===== config.mk =====
export PLATFORM = sky130hd
export DESIGN_NAME = execute_writeback_unit_flat
export DESIGN_NICKNAME = d
export VERILOG_FILES = /design/src/rtl/exec_pkg.sv /design/src/rtl/execute_writeback_unit_if.sv /design/src/rtl/mul_shift_add.sv /design/src/rtl/execute_writeback_unit.sv /design/src/flat_wrapper.sv
export SDC_FILE = /design/constraint.sdc
export NUM_CORES = 1
export LEC_CHECK = 0
export ABC_AREA = 0
export CORE_UTILIZATION = 46
export CTS_BUF_LIST = sky130_fd_sc_hd__clkbuf_2 sky130_fd_sc_hd__clkbuf_4 sky130_fd_sc_hd__clkbuf_8
export CTS_CLUSTER_DIAMETER = 60
export DETAILED_ROUTE_END_ITERATION = 6
export GPL_ROUTABILITY_DRIVEN = 0
export PLACE_DENSITY = 0.76
export SYNTH_ARGS = -nofsm -noshare
export SYNTH_HDL_FRONTEND = slang
export SYNTH_SLANG_ARGS = --single-unit

===== constraint.sdc =====
create_clock -name Clock -period 9.05 [get_ports Clock]
set_input_delay 2.715 -clock Clock [delete_from_list [all_inputs] [get_ports Clock]]
set_output_delay 2.715 -clock Clock [all_outputs]
set_load 0.1 [all_outputs]

===== src/rtl/exec_pkg.sv =====
`default_nettype none
// ============================================================================
// Module  : exec_pkg
// Brief   : Shared types and constants for the execute/writeback unit.
// Revision: 1.0 - initial release
// ============================================================================
package exec_pkg;

    localparam int DEFAULT_DATA_WIDTH = 16;
    localparam int DEFAULT_ADDR_WIDTH = 6;
    localparam int MUL_CYCLES         = DEFAULT_DATA_WIDTH;

    typedef enum logic [3:0] {
        OP_ADD  = 4'd0,
        OP_SUB  = 4'd1,
        OP_AND  = 4'd2,
        OP_OR   = 4'd3,
        OP_XOR  = 4'd4,
        OP_SHL  = 4'd5,
        OP_SHR  = 4'd6,
        OP_MUL  = 4'd7,
        OP_MOVB = 4'd8
    } opcode_t;

    // Every encoding from here upward is a no-operation.
    localparam logic [3:0] OP_NOP_FIRST = 4'd9;

    typedef enum logic [1:0] {
        IDLE = 2'd0,
        MUL  = 2'd1,
        WB   = 2'd2
    } state_t;

    function automatic logic is_nop(input logic [3:0] op);
        return op >= OP_NOP_FIRST;
    endfunction

endpackage
`default_nettype wire


===== src/rtl/execute_writeback_unit_if.sv =====
`default_nettype none
// ============================================================================
// Module  : execute_writeback_unit_if
// Brief   : Operation handshake plus register-file write port bundle.
// Revision: 1.0 - initial release
// ============================================================================
interface execute_writeback_unit_if #(
    parameter int DATA_WIDTH = exec_pkg::DEFAULT_DATA_WIDTH,
    parameter int ADDR_WIDTH = exec_pkg::DEFAULT_ADDR_WIDTH
) ();

    logic                  InValid;
    logic                  InReady;
    logic [3:0]            Opcode;
    logic [ADDR_WIDTH-1:0] DestAddr;
    logic [DATA_WIDTH-1:0] OperandA;
    logic [DATA_WIDTH-1:0] OperandB;
    logic                  WriteEnable;
    logic [ADDR_WIDTH-1:0] WriteAddress;
    logic [DATA_WIDTH-1:0] WriteData;
    logic                  WbActive;
    logic                  ZeroFlag;
    logic                  CarryFlag;

    modport master (
        output InValid, Opcode, DestAddr, OperandA, OperandB,
        input  InReady, WriteEnable, WriteAddress, WriteData, WbActive, ZeroFlag, CarryFlag
    );

    modport slave (
        input  InValid, Opcode, DestAddr, OperandA, OperandB,
        output InReady, WriteEnable, WriteAddress, WriteData, WbActive, ZeroFlag, CarryFlag
    );

endinterface
`default_nettype wire


===== src/rtl/mul_shift_add.sv =====
`default_nettype none
// ============================================================================
// Module  : mul_shift_add
// Brief   : Iterative shift-add multiplier, one multiplier bit per cycle,
//           low DATA_WIDTH bits of the product.
// Revision: 1.0 - initial release
// ============================================================================
module mul_shift_add #(
    parameter int DATA_WIDTH = 16
) (
    input  wire logic                  Clock,
    input  wire logic                  ResetN,
    input  wire logic                  Start,
    input  wire logic [DATA_WIDTH-1:0] A,
    input  wire logic [DATA_WIDTH-1:0] B,
    output logic                       Done,
    output logic [DATA_WIDTH-1:0]      Product
);

    localparam int ITER_W = $clog2(DATA_WIDTH);
    localparam logic [ITER_W-1:0] c_lastIter = ITER_W'(DATA_WIDTH - 1);

    logic                  r_busy;
    logic [ITER_W-1:0]     r_iter;
    logic [DATA_WIDTH-1:0] r_a;
    logic [DATA_WIDTH-1:0] r_b;
    logic [DATA_WIDTH-1:0] r_acc;
    logic [DATA_WIDTH-1:0] w_accNext;

    assign w_accNext = r_acc + (r_b[0] ? r_a : '0);

    // Product is the accumulator after the final step, valid while Done is high.
    assign Done    = r_busy && (r_iter == c_lastIter);
    assign Product = w_accNext;

    always_ff @(posedge Clock or negedge ResetN) begin
        if (!ResetN) begin
            r_busy <= 1'b0;
            r_iter <= '0;
            r_a    <= '0;
            r_b    <= '0;
            r_acc  <= '0;
        end else if (Start) begin
            r_busy <= 1'b1;
            r_iter <= '0;
            r_a    <= A;
            r_b    <= B;
            r_acc  <= '0;
        end else if (r_busy) begin
            r_acc  <= w_accNext;
            r_a    <= r_a << 1;
            r_b    <= r_b >> 1;
            r_iter <= r_iter + 1'b1;
            if (Done) begin
                r_busy <= 1'b0;
            end
        end
    end

endmodule
`default_nettype wire


===== src/rtl/execute_writeback_unit.sv =====
`default_nettype none
// ============================================================================
// Module  : execute_writeback_unit
// Brief   : Execute stage: single-cycle ALU or shift-add multiply, result
//           delivered on the register-file write port one cycle later.
// Revision: 1.0 - initial release
// ============================================================================
module execute_writeback_unit
    import exec_pkg::*;
#(
    parameter int DATA_WIDTH = DEFAULT_DATA_WIDTH,
    parameter int ADDR_WIDTH = DEFAULT_ADDR_WIDTH
) (
    input  wire logic               Clock,
    input  wire logic               ResetN,
    execute_writeback_unit_if.slave Bus
);

    state_t                r_state;
    state_t                w_nextState;
    logic                  r_alive;
    logic                  w_accept;
    logic                  w_aluLoad;
    logic                  w_mulStart;
    logic                  w_mulLoad;
    logic                  w_mulDone;
    logic [DATA_WIDTH-1:0] w_mulProduct;
    logic [DATA_WIDTH:0]   w_sum;
    logic [DATA_WIDTH-1:0] w_aluResult;
    logic                  w_aluCarry;
    logic [ADDR_WIDTH-1:0] r_mulDest;
    logic [ADDR_WIDTH-1:0] r_wbAddr;
    logic [DATA_WIDTH-1:0] r_wbData;
    logic                  r_zeroNext;
    logic                  r_carryNext;
    logic                  r_zero;
    logic                  r_carry;

    // r_alive keeps InReady low while reset is held and releases it one edge later.
    assign Bus.InReady      = r_alive && (r_state == IDLE);
    assign w_accept         = Bus.InValid && Bus.InReady;
    assign Bus.WriteEnable  = (r_state == WB);
    assign Bus.WbActive     = (r_state == WB);
    assign Bus.WriteAddress = r_wbAddr;
    assign Bus.WriteData    = r_wbData;
    assign Bus.ZeroFlag     = r_zero;
    assign Bus.CarryFlag    = r_carry;

    assign w_sum = {1'b0, Bus.OperandA} + {1'b0, Bus.OperandB};

    always_comb begin
        w_aluResult = '0;
        w_aluCarry  = 1'b0;
        case (Bus.Opcode)
            OP_ADD: begin
                w_aluResult = w_sum[DATA_WIDTH-1:0];
                w_aluCarry  = w_sum[DATA_WIDTH];
            end
            OP_SUB: begin
                w_aluResult = Bus.OperandA - Bus.OperandB;
                w_aluCarry  = Bus.OperandA < Bus.OperandB;
            end
            OP_AND:  w_aluResult = Bus.OperandA & Bus.OperandB;
            OP_OR:   w_aluResult = Bus.OperandA | Bus.OperandB;
            OP_XOR:  w_aluResult = Bus.OperandA ^ Bus.OperandB;
            OP_SHL:  w_aluResult = Bus.OperandA << Bus.OperandB[3:0];
            OP_SHR:  w_aluResult = Bus.OperandA >> Bus.OperandB[3:0];
            OP_MOVB: w_aluResult = Bus.OperandB;
            default: w_aluResult = '0;
        endcase
    end

    always_comb begin
        w_nextState = r_state;
        w_aluLoad   = 1'b0;
        w_mulStart  = 1'b0;
        w_mulLoad   = 1'b0;
        case (r_state)
            IDLE: begin
                if (w_accept && !is_nop(Bus.Opcode)) begin
                    if (Bus.Opcode == OP_MUL) begin
                        w_mulStart  = 1'b1;
                        w_nextState = MUL;
                    end else begin
                        w_aluLoad   = 1'b1;
                        w_nextState = WB;
                    end
                end
            end
            MUL: begin
                if (w_mulDone) begin
                    w_mulLoad   = 1'b1;
                    w_nextState = WB;
                end
            end
            WB:      w_nextState = IDLE;
            default: w_nextState = IDLE;
        endcase
    end

    always_ff @(posedge Clock or negedge ResetN) begin
        if (!ResetN) begin
            r_state <= IDLE;
            r_alive <= 1'b0;
        end else begin
            r_state <= w_nextState;
            r_alive <= 1'b1;
        end
    end

    // The write port only changes on entry to WB, so it holds steady otherwise.
    always_ff @(posedge Clock or negedge ResetN) begin
        if (!ResetN) begin
            r_mulDest   <= '0;
            r_wbAddr    <= '0;
            r_wbData    <= '0;
            r_zeroNext  <= 1'b0;
            r_carryNext <= 1'b0;
            r_zero      <= 1'b0;
            r_carry     <= 1'b0;
        end else begin
            if (w_aluLoad) begin
                r_wbAddr    <= Bus.DestAddr;
                r_wbData    <= w_aluResult;
                r_zeroNext  <= (w_aluResult == '0);
                r_carryNext <= w_aluCarry;
            end
            if (w_mulStart) begin
                r_mulDest <= Bus.DestAddr;
            end
            if (w_mulLoad) begin
                r_wbAddr    <= r_mulDest;
                r_wbData    <= w_mulProduct;
                r_zeroNext  <= (w_mulProduct == '0);
                r_carryNext <= 1'b0;
            end
            if (r_state == WB) begin
                r_zero  <= r_zeroNext;
                r_carry <= r_carryNext;
            end
        end
    end

    mul_shift_add #(
        .DATA_WIDTH (DATA_WIDTH)
    ) u_mul (
        .Clock   (Clock),
        .ResetN  (ResetN),
        .Start   (w_mulStart),
        .A       (Bus.OperandA),
        .B       (Bus.OperandB),
        .Done    (w_mulDone),
        .Product (w_mulProduct)
    );

endmodule
`default_nettype wire


===== src/flat_wrapper.sv =====
// flat-port wrapper written by rule: the top's interface ports become plain ports
module execute_writeback_unit_flat import exec_pkg::*;
#(
    parameter int DATA_WIDTH = DEFAULT_DATA_WIDTH,
    parameter int ADDR_WIDTH = DEFAULT_ADDR_WIDTH
)
  (Clock, ResetN, Bus_InValid, Bus_Opcode, Bus_DestAddr, Bus_OperandA, Bus_OperandB, Bus_InReady, Bus_WriteEnable, Bus_WriteAddress, Bus_WriteData, Bus_WbActive, Bus_ZeroFlag, Bus_CarryFlag);
  execute_writeback_unit_if #(.DATA_WIDTH(DATA_WIDTH), .ADDR_WIDTH(ADDR_WIDTH)) Bus_i ();
  input  wire logic Clock;
  input  wire logic ResetN;
  input wire logic [$bits(Bus_i.InValid)-1:0] Bus_InValid;
  input wire logic [$bits(Bus_i.Opcode)-1:0] Bus_Opcode;
  input wire logic [$bits(Bus_i.DestAddr)-1:0] Bus_DestAddr;
  input wire logic [$bits(Bus_i.OperandA)-1:0] Bus_OperandA;
  input wire logic [$bits(Bus_i.OperandB)-1:0] Bus_OperandB;
  output wire logic [$bits(Bus_i.InReady)-1:0] Bus_InReady;
  output wire logic [$bits(Bus_i.WriteEnable)-1:0] Bus_WriteEnable;
  output wire logic [$bits(Bus_i.WriteAddress)-1:0] Bus_WriteAddress;
  output wire logic [$bits(Bus_i.WriteData)-1:0] Bus_WriteData;
  output wire logic [$bits(Bus_i.WbActive)-1:0] Bus_WbActive;
  output wire logic [$bits(Bus_i.ZeroFlag)-1:0] Bus_ZeroFlag;
  output wire logic [$bits(Bus_i.CarryFlag)-1:0] Bus_CarryFlag;
  assign Bus_i.InValid = Bus_InValid;
  assign Bus_i.Opcode = Bus_Opcode;
  assign Bus_i.DestAddr = Bus_DestAddr;
  assign Bus_i.OperandA = Bus_OperandA;
  assign Bus_i.OperandB = Bus_OperandB;
  assign Bus_InReady = Bus_i.InReady;
  assign Bus_WriteEnable = Bus_i.WriteEnable;
  assign Bus_WriteAddress = Bus_i.WriteAddress;
  assign Bus_WriteData = Bus_i.WriteData;
  assign Bus_WbActive = Bus_i.WbActive;
  assign Bus_ZeroFlag = Bus_i.ZeroFlag;
  assign Bus_CarryFlag = Bus_i.CarryFlag;
  execute_writeback_unit #(.DATA_WIDTH(DATA_WIDTH), .ADDR_WIDTH(ADDR_WIDTH)) u_core (.Clock(Clock), .ResetN(ResetN), .Bus(Bus_i));
endmodule

==> results of run 1 <==
==> kinds of logic after synthesis <==
logic type / count (synthesis) / synth area share (%)
other cells: 1 / 0.04314
buf+inv: 124 / 5.599
xor+xnor: 23 / 2.318
flops: 88 / 25.33
compound gates: 316 / 24.10
mux: 93 / 11.98
fa+ha+maj: 71 / 10.48
simple gates: 358 / 20.15
==> metal layers <==
| metal | GRT usage (%) | wire length [um] | vias up |
|---|---|---|---|
| met1 | 38.92 | 11560 | 4131 |
| met2 | 46.55 | 12870 | 563 |
| met3 | 8.500 | 3159 | 133 |
| met4 | 18.01 | 1758 | 0 |
| li1 | - | - | 3971 |
| met5 | 0 | 0 | - |
==> report_power, final <==
part	internal [uW]	switching, uW	leakage, uW
Combinational	527	911	0.00295
Sequential	546	112	0.00106
Clock	108	173	0.0000999
==> sequential cells by signal (all words and copies together) (netlist names) <==
signal	flops
u_core.r_mulDest	6
u_core.u_mul.r_busy	1
u_core.u_mul.r_a	16
u_core.u_mul.r_iter	4
u_core.Bus.CarryFlag	1
u_core.u_mul.r_b	16
u_core.u_mul.r_acc	16
u_core.Bus.WriteData	16
u_core.r_carryNext	1
u_core.r_alive	1
u_core.Bus.ZeroFlag	1
u_core.r_state	2
u_core.Bus.WriteAddress	6
u_core.r_zeroNext	1
==> synth_stat cells (4+ instances only) <==
cell type    n
nand2_1    110
dfrtp_1     88
o21ai_0     78
nor2_1      77
a21oi_1     70
ha_1        68
mux2i_1     62
clkbuf_1    56
inv_1       53
nor3_1      33
a22oi_1     29
and2_1      25
nand3_1     25
nor2b_1     25
mux2_2      24
a211oi_1    23
xnor2_1     17
a21o_1      14
nand2b_1    12
nor4_1       9
a31oi_1      8
a221oi_1     7
nand4_1      7
o21a_1       7
o21bai_1     7
o221ai_1     7
o22ai_1      7
a211o_1      6
buf_1        6
mux4_2       6
or2_2        6
xor2_1       6
buf_2        5
o211ai_1     5
and3_1       4
nor3b_1      4
o31ai_1      4
or4_1        4
==> through the flow <==
step | hold slack, ns | power [uW]
global route | 0.5180 | 2534
CTS | 0.4955 | 2360
floorplan | 0.4533 | 1706
detailed placement | 0.4705 | 2070
finish | 0.4907 | 2379
global placement | 0.4622 | 2028
==> area by class of cell <==
type | instances | area share, %
Timing Repair Buffer | 86 | 8.338
Antenna cell | 2 | 0.05147
Multi-Input combinational cell | 862 | 61.91
Clock inverter | 7 | 0.7334
Tap cell | 229 | 2.946
Clock buffer | 9 | 1.274
Inverter | 54 | 2.084
Sequential cell | 88 | 22.66
==> how the worst max path moves through the flow <==
stage,from,endpoint
after detailed placement,Bus_OperandB[2],u_core.r_zeroNext
after floorplan,Bus_OperandB[2],u_core.r_zeroNext
after CTS,Bus_OperandB[2],u_core.r_zeroNext
after global placement,Bus_OperandB[2],u_core.r_zeroNext
after global routing,Bus_OperandB[2],u_core.r_zeroNext
final,Bus_OperandB[2],u_core.r_zeroNext
==> worst max-delay path, delay by kind of cell <==
family | cells | cell delay [ns]
xor+xnor | 1 | 0.13
fa+ha+maj | 1 | 0.57
compound gates | 6 | 1.74
simple gates | 3 | 0.88
buf+inv | 3 | 1.20
==> impl_results.rst, run 1 <==
.. list-table::
   :header-rows: 1

   * - Metric
     - Value
   * - Setup_tns
     - 0 ns
   * - Synthesized area per cell
     - ~8.1 um2
   * - R2R Path Start
     - u_core.u_mul.r_b[0]
   * - Hold Path End
     - u_core.Bus.WriteAddress[5]
   * - Predominant post-synthesis flop cell
     - dfrtp_1
   * - Detailed placer's ending HPWL
     - between 20000 and 25000 um
   * - Post-Place Cell Area
     - roughly 0.0095 mm2
   * - Critical path fanouts, max
     - 33
   * - Most common library cell in the layout ignoring fill and taps
     - nand2_1
   * - Clock edge transition at the registers on the reported setup and hold paths
     - around 0.1 ns
   * - Count of buffers added by post-CTS timing repair for setup
     - 0
   * - CP max stage delay
     - 0.83 ns
   * - Final setup vio count
     - 0
   * - Initial standard-cell utilization of the core
     - between 40% and 50%
   * - Max frequency
     - around 140 MHz
   * - Buffers from clock root to sink, at most
     - 2
   * - Total of hold buffers inserted after clock tree synthesis
     - 0
   * - Flip-flop and latch count after synthesis
     - a little under 90
   * - Final design area excluding fillers
     - slightly below 0.01 mm2
   * - Rows
     - 49
   * - Result of the run
     - finished, violations left
   * - Vias in the first global route
     - approximately 8300
   * - Count of nets left with antenna violations after detail routing
     - 0
   * - Worst setup path category
     - primary input to flop
   * - Count of fill cells added during filler insertion
     - between 1500 and 2000
   * - Worst skew pair latency
     - 0.40 ns
   * - Ports
     - slightly above 70
   * - Cell count after synthesis
     - 1074
   * - Sum of overflow across all layers after global routing
     - 0
   * - Largest net degree at the start of global routing
     - 93
   * - Number of pins with negative max-slew slack in the final report
     - 0
   * - Antenna violations before repair
     - 1
   * - Area share of the largest cell type after synthesis
     - approximately a quarter
   * - Clock period minus final worst setup slack
     - between 6 and 7 ns
   * - Fraction of the cycle the final worst path needs
     - approximately three quarters
   * - All-layer global routing usage
     - between 30% and 40%
   * - Proportion of layout cells with a drive suffix above 1
     - ~7.6%
   * - Buffers added on ports
     - between 70 and 80
   * - Data required time of the critical path
     - around 9.4 ns
   * - Dominant cell type by area after synthesis
     - dfrtp_1
   * - Die area
     - roughly 0.02 mm2
   * - Minimum setup slack in the final design
     - ~2.1 ns
   * - Number of distinct library cells after synthesis
     - 75
   * - Count of placed standard cells including taps
     - approximately 1300
   * - H-tree depth reported by CTS
     - 3
   * - CTS Root Cell
     - clkbuf_8
   * - DIE WIDTH
     - 139.5 um
   * - Share of synthesized area occupied by flip-flops and latches
     - 25.33%
   * - First DRT Iteration DRCs
     - around 1300
   * - Post-placement setup slack
     - about 1.8 ns
   * - Final Core Density
     - about 53%
   * - Number of clock sinks
     - 88
   * - Static power due to leakage
     - approximately 0.004 uW
   * - Headroom to the max-slew limit
     - 25.61%
   * - Setup slack on the worst flop-to-flop path
     - approximately 5.0 ns
   * - Post-cts repair resize count
     - 0
   * - Number of nets in the final layout
     - 1217
   * - Failing checks
     - DRC
   * - Crit path DAT
     - ~7.3 ns
   * - Largest clock skew in the final design
     - around 0.014 ns
   * - Post-Synthesis Cell Area
     - around 0.0087 mm2
   * - Instance count along the most critical hold path
     - 2
   * - Library cell contributing the largest single delay on the critical path
     - a2111oi_0
   * - Area occupied by multi-input gates
     - roughly 0.006 mm2
   * - Register area
     - between 0.002 and 0.0025 mm2
   * - Count of final hold-check violations
     - 0
   * - Post-synth EDFFs
     - 0
   * - Transition at the pin with the smallest max-transition slack
     - between 1 and 1.5 ns
   * - Core ar.
     - approximately 0.018 mm2
   * - Top library cells by usage in the layout, fill and taps aside
     - 110 x nand2_1, 87 x dfrtp_1, 78 x o21ai_0
   * - Kind of end point of the critical path
     - flop
   * - WL per Instance
     - between 20 and 25 um
   * - Total of max-cap violations
     - 0
   * - Worst Min Path Start
     - u_core.Bus.WriteAddress[5]
   * - DR DRC count
     - 14
   * - Cell breakdown of the critical path
     - clkdlybuf4s50_1, buf_4, inv_1, ha_1, nor3_1, a2111oi_0, a2111o_1, a221oi_1, a21oi_1, xnor2_1, o221ai_1, or4_1, nor4_1, a211o_1
   * - Power density of the placed cells
     - between 200 and 250 mW/mm2
   * - Area growth from synthesis to layout
     - 11.88%
   * - CP startpoint kind
     - primary input
   * - Wire length of the first global-routing pass
     - ~46000 um
   * - Number of CTS-inserted buffers
     - 9
   * - Post-synth net total
     - 1190
   * - Number of detailed-route iterations in the first pass
     - 7
   * - CTS tree
     - built
   * - Worst supply voltage drop on vdd
     - between 100 and 150 uV
   * - Proportion of register bits with asynchronous set or reset after synthesis
     - 100.0%
   * - Detailed Route WL
     - 29350 um
   * - Leading post-synthesis cells by cell area
     - dfrtp_1 25%, ha_1 9.8%, mux2i_1 7.1%
   * - Number of cells in the finished layout apart from fillers
     - about 1300
   * - Count of vias placed by the detailed router
     - between 8000 and 9000
   * - Warnings from Yosys
     - 0
   * - Ratio of routed vias to standard cells
     - between 6 and 7
   * - Setup repair after global routing missed its margin
     - false
   * - Chip height
     - approximately 140 um
   * - Cells on worst reg2reg path
     - 12
   * - Class of the worst hold path
     - flop to flop
   * - Worst flop-to-flop path endpoint
     - u_core.r_zeroNext
Note: power is estimated with default switching activity, not from simulation.
==> inputs of run 2 (changes only) <==
==> constraint.sdc (replaced) <==
create_clock -name Clock -period 6.7 [get_ports Clock]
set_input_delay 2.01 -clock Clock [delete_from_list [all_inputs] [get_ports Clock]]
set_output_delay 2.01 -clock Clock [all_outputs]
set_load 0.1 [all_outputs]
==> impl_results.rst, run 2 (synthesized netlist as in run 1, its figures left out) <==
.. list-table::
   :header-rows: 1

   * - Metric
     - Value
   * - Result of the run
     - finished, violations left
   * - Failing checks
     - DRC
   * - Detailed placer's ending HPWL
     - 21490 um (+1.8%)
   * - Area growth from synthesis to layout
     - 13.11%
   * - Instance count along the most critical hold path
     - 2 (unchanged)
   * - Sum of overflow across all layers after global routing
     - 0 (unchanged)
   * - Number of pins with negative max-slew slack in the final report
     - 0 (unchanged)
   * - Wire length of the first global-routing pass
     - 45510 um (-1.8%)
   * - Count of final hold-check violations
     - 0 (unchanged)
   * - Worst flop-to-flop path endpoint
     - u_core.r_zeroNext
   * - Critical path buffers and inverters
     - 2 (-1)
   * - Total of hold buffers inserted after clock tree synthesis
     - 0 (unchanged)
   * - Post-cts repair resize count
     - 0 (unchanged)
   * - Vias in the first global route
     - 8126 (-1.8%)
   * - Transition at the pin with the smallest max-transition slack
     - 1.247 ns (+0.1482 ns)
   * - Worst supply voltage drop on vdd
     - 171.1 uV (+61%)
   * - Count of placed standard cells including taps
     - 1331 (+0.91%)
   * - Number of cells in the finished layout apart from fillers
     - 1346 (+0.67%)
   * - Ports
     - 72 (unchanged)
   * - Count of buffers added by post-CTS timing repair for setup
     - 0 (unchanged)
   * - Worst skew pair latency
     - 0.38 ns (-0.02 ns)
   * - Post-Route Hold Slack
     - 0.4866 ns (-0.004140 ns)
   * - Worst setup path category
     - primary input to flop
   * - Final setup vio count
     - 0 (unchanged)
   * - ANT cells
     - 0 (-2)
   * - Initial standard-cell utilization of the core
     - 47.58% (unchanged)
   * - Headroom to the max-slew limit
     - 15.83% (-9.8 points)
   * - Setup slack on the worst flop-to-flop path
     - 2.73 ns (-2.31 ns)
   * - Class of the worst hold path
     - flop to flop
   * - CP max stage delay
     - 0.82 ns (about the same)
   * - Clock period minus final worst setup slack
     - between 5 and 6 ns
   * - Power density of the placed cells
     - 330.7 mW/mm2 (+35%)
   * - Crit path DAT
     - 6.27 ns (-0.99 ns)
   * - DR DRC count
     - 15 (+1)
   * - Count of nets left with antenna violations after detail routing
     - 0 (unchanged)
   * - Number of CTS-inserted buffers
     - 9 (unchanged)
   * - First DRT Iteration DRCs
     - 1189 (-8.0%)
   * - Clock edge transition at the registers on the reported setup and hold paths
     - 0.09 ns (about the same)
   * - CP Depth
     - 13 (-1)
   * - Static power due to leakage
     - 0.004180 uW (+1.6%)
   * - Die area
     - 0.01945 mm2 (unchanged)
   * - Critical path fanouts, max
     - 10 (-70%)
   * - Proportion of layout cells with a drive suffix above 1
     - 8.505% (+0.91 points)
   * - Number of detailed-route iterations in the first pass
     - 7 (unchanged)
   * - Data required time of the critical path
     - 7.02 ns (-2.37 ns)
   * - Fraction of the cycle the final worst path needs
     - approximately 89%
   * - Setup repair after global routing missed its margin
     - false
   * - CP startpoint kind
     - primary input
   * - Ratio of routed vias to standard cells
     - 6.586 (about the same)
   * - Core ar.
     - 0.01827 mm2 (unchanged)
   * - Buffers from clock root to sink, at most
     - 2 (unchanged)
   * - DIE WIDTH
     - 139.5 um (unchanged)
   * - R2R Path Start
     - u_core.u_mul.r_b[0]
   * - Library cell contributing the largest single delay on the critical path
     - a2111oi_0
   * - Hold Path End
     - u_core.Bus.WriteAddress[3]
   * - Largest clock skew in the final design
     - 0.01775 ns (+0.004091 ns)
   * - Number of nets in the final layout
     - 1229 (+0.99%)
   * - Most common library cell in the layout ignoring fill and taps
     - nand2_1
   * - CP startpoint
     - Bus_OperandB[3]
   * - Rows
     - 49 (unchanged)
   * - Buffers added on ports
     - 71 (unchanged)
   * - Detailed Route WL
     - 29410 um (+0.21%)
   * - CTS tree
     - built
   * - Number of clock sinks
     - 88 (unchanged)
   * - Top library cells by usage in the layout, fill and taps aside
     - 110 x nand2_1, 87 x dfrtp_1, 78 x o21ai_0
   * - Chip height
     - 139.5 um (unchanged)
   * - Cell breakdown of the critical path
     - clkdlybuf4s50_1, inv_1, ha_1, nor3_1, a2111oi_0, a2111o_1, a221oi_1, a21oi_1, xnor2_1, o221ai_1, or4_1, nor4_1, a211o_1
   * - Total of max-cap violations
     - 0 (unchanged)
   * - Kind of end point of the critical path
     - flop
   * - Max frequency
     - approximately 170 MHz
   * - Antenna violations before repair
     - 0 (-1)
   * - Gate family responsible for the most delay along the worst path
     - compound AO/OA/AOI/OAI gates
   * - Largest net degree at the start of global routing
     - 74 (-20%)
   * - Count of fill cells added during filler insertion
     - 1714 (-0.41%)
   * - Cells on worst reg2reg path
     - 12 (unchanged)
   * - WL per Instance
     - 21.85 um (-0.46%)
   * - CTS Root Cell
     - clkbuf_8
   * - H-tree depth reported by CTS
     - 3 (unchanged)
   * - Worst Min Path Start
     - u_core.Bus.WriteAddress[3]
   * - Count of vias placed by the detailed router
     - 8865 (+0.76%)
   * - Setup_tns
     - 0 ns (unchanged)
   * - All-layer global routing usage
     - 30.27% (-0.37 points)
[run 2: worst max-delay path by stage]
stage / endpoint
finish: u_core.r_zeroNext
detailed placement: u_core.r_zeroNext
global route: u_core.r_zeroNext
floorplan: u_core.r_zeroNext
global placement: u_core.r_zeroNext
CTS: u_core.r_zeroNext
[run 2: per-stage QoR]
stage	util, %	power [uW]	instance area, um2	setup WS (ns)
after global placement	52.62	2746	9614	0.6616
after global routing	53.81	3470	9832	0.6225
after detailed placement	52.62	2791	9614	0.5144
after floorplan	-	2305	8692	1.329
after CTS	53.81	3225	9832	0.9060
final	53.81	3252	9832	0.7520
[run 2: where the power goes]
group	switching, uW	leakage, uW	total (uW)	internal, uW
Clock	213	0.000111	424	211
Sequential	148	0.00106	885	737
Combinational	1230	0.00300	1940	716
[run 2: cell type report]
| class | instances | area (um2) | area share (%) |
|---|---|---|---|
| Multi-Input combinational cell | 862 | 6021 | 61.24 |
| Tap cell | 229 | 286.5 | 2.914 |
| Clock buffer | 9 | 123.9 | 1.260 |
| Sequential cell | 88 | 2203 | 22.41 |
| Timing Repair Buffer | 98 | 900.9 | 9.163 |
| Inverter | 54 | 202.7 | 2.062 |
| Clock inverter | 6 | 93.84 | 0.9544 |
[run 2: per-layer routing]
layer	share of wire [%]	vias to the layer above	routed length (um)	global-route usage [%]
met2	44	606	12800	46.63
met4	5.9	0	1750	16.37
li1	-	4002	-	-
met3	11	134	3269	6.263
met5	0	-	0	0
met1	39	4123	11600	39.79
[run 2: worst register-to-register path, stage by stage (launching register included)]
cell       delay, ns
dfrtp_1         0.55
and2_1          0.23
ha_1            0.35
and3_1          0.20
a221oi_1        0.61
a2111oi_0       0.29
o21a_1          0.25
o21a_1          0.19
or4_1           0.42
a31oi_1         0.22
xnor2_1         0.20
nor3_1          0.09
a211o_1         0.27
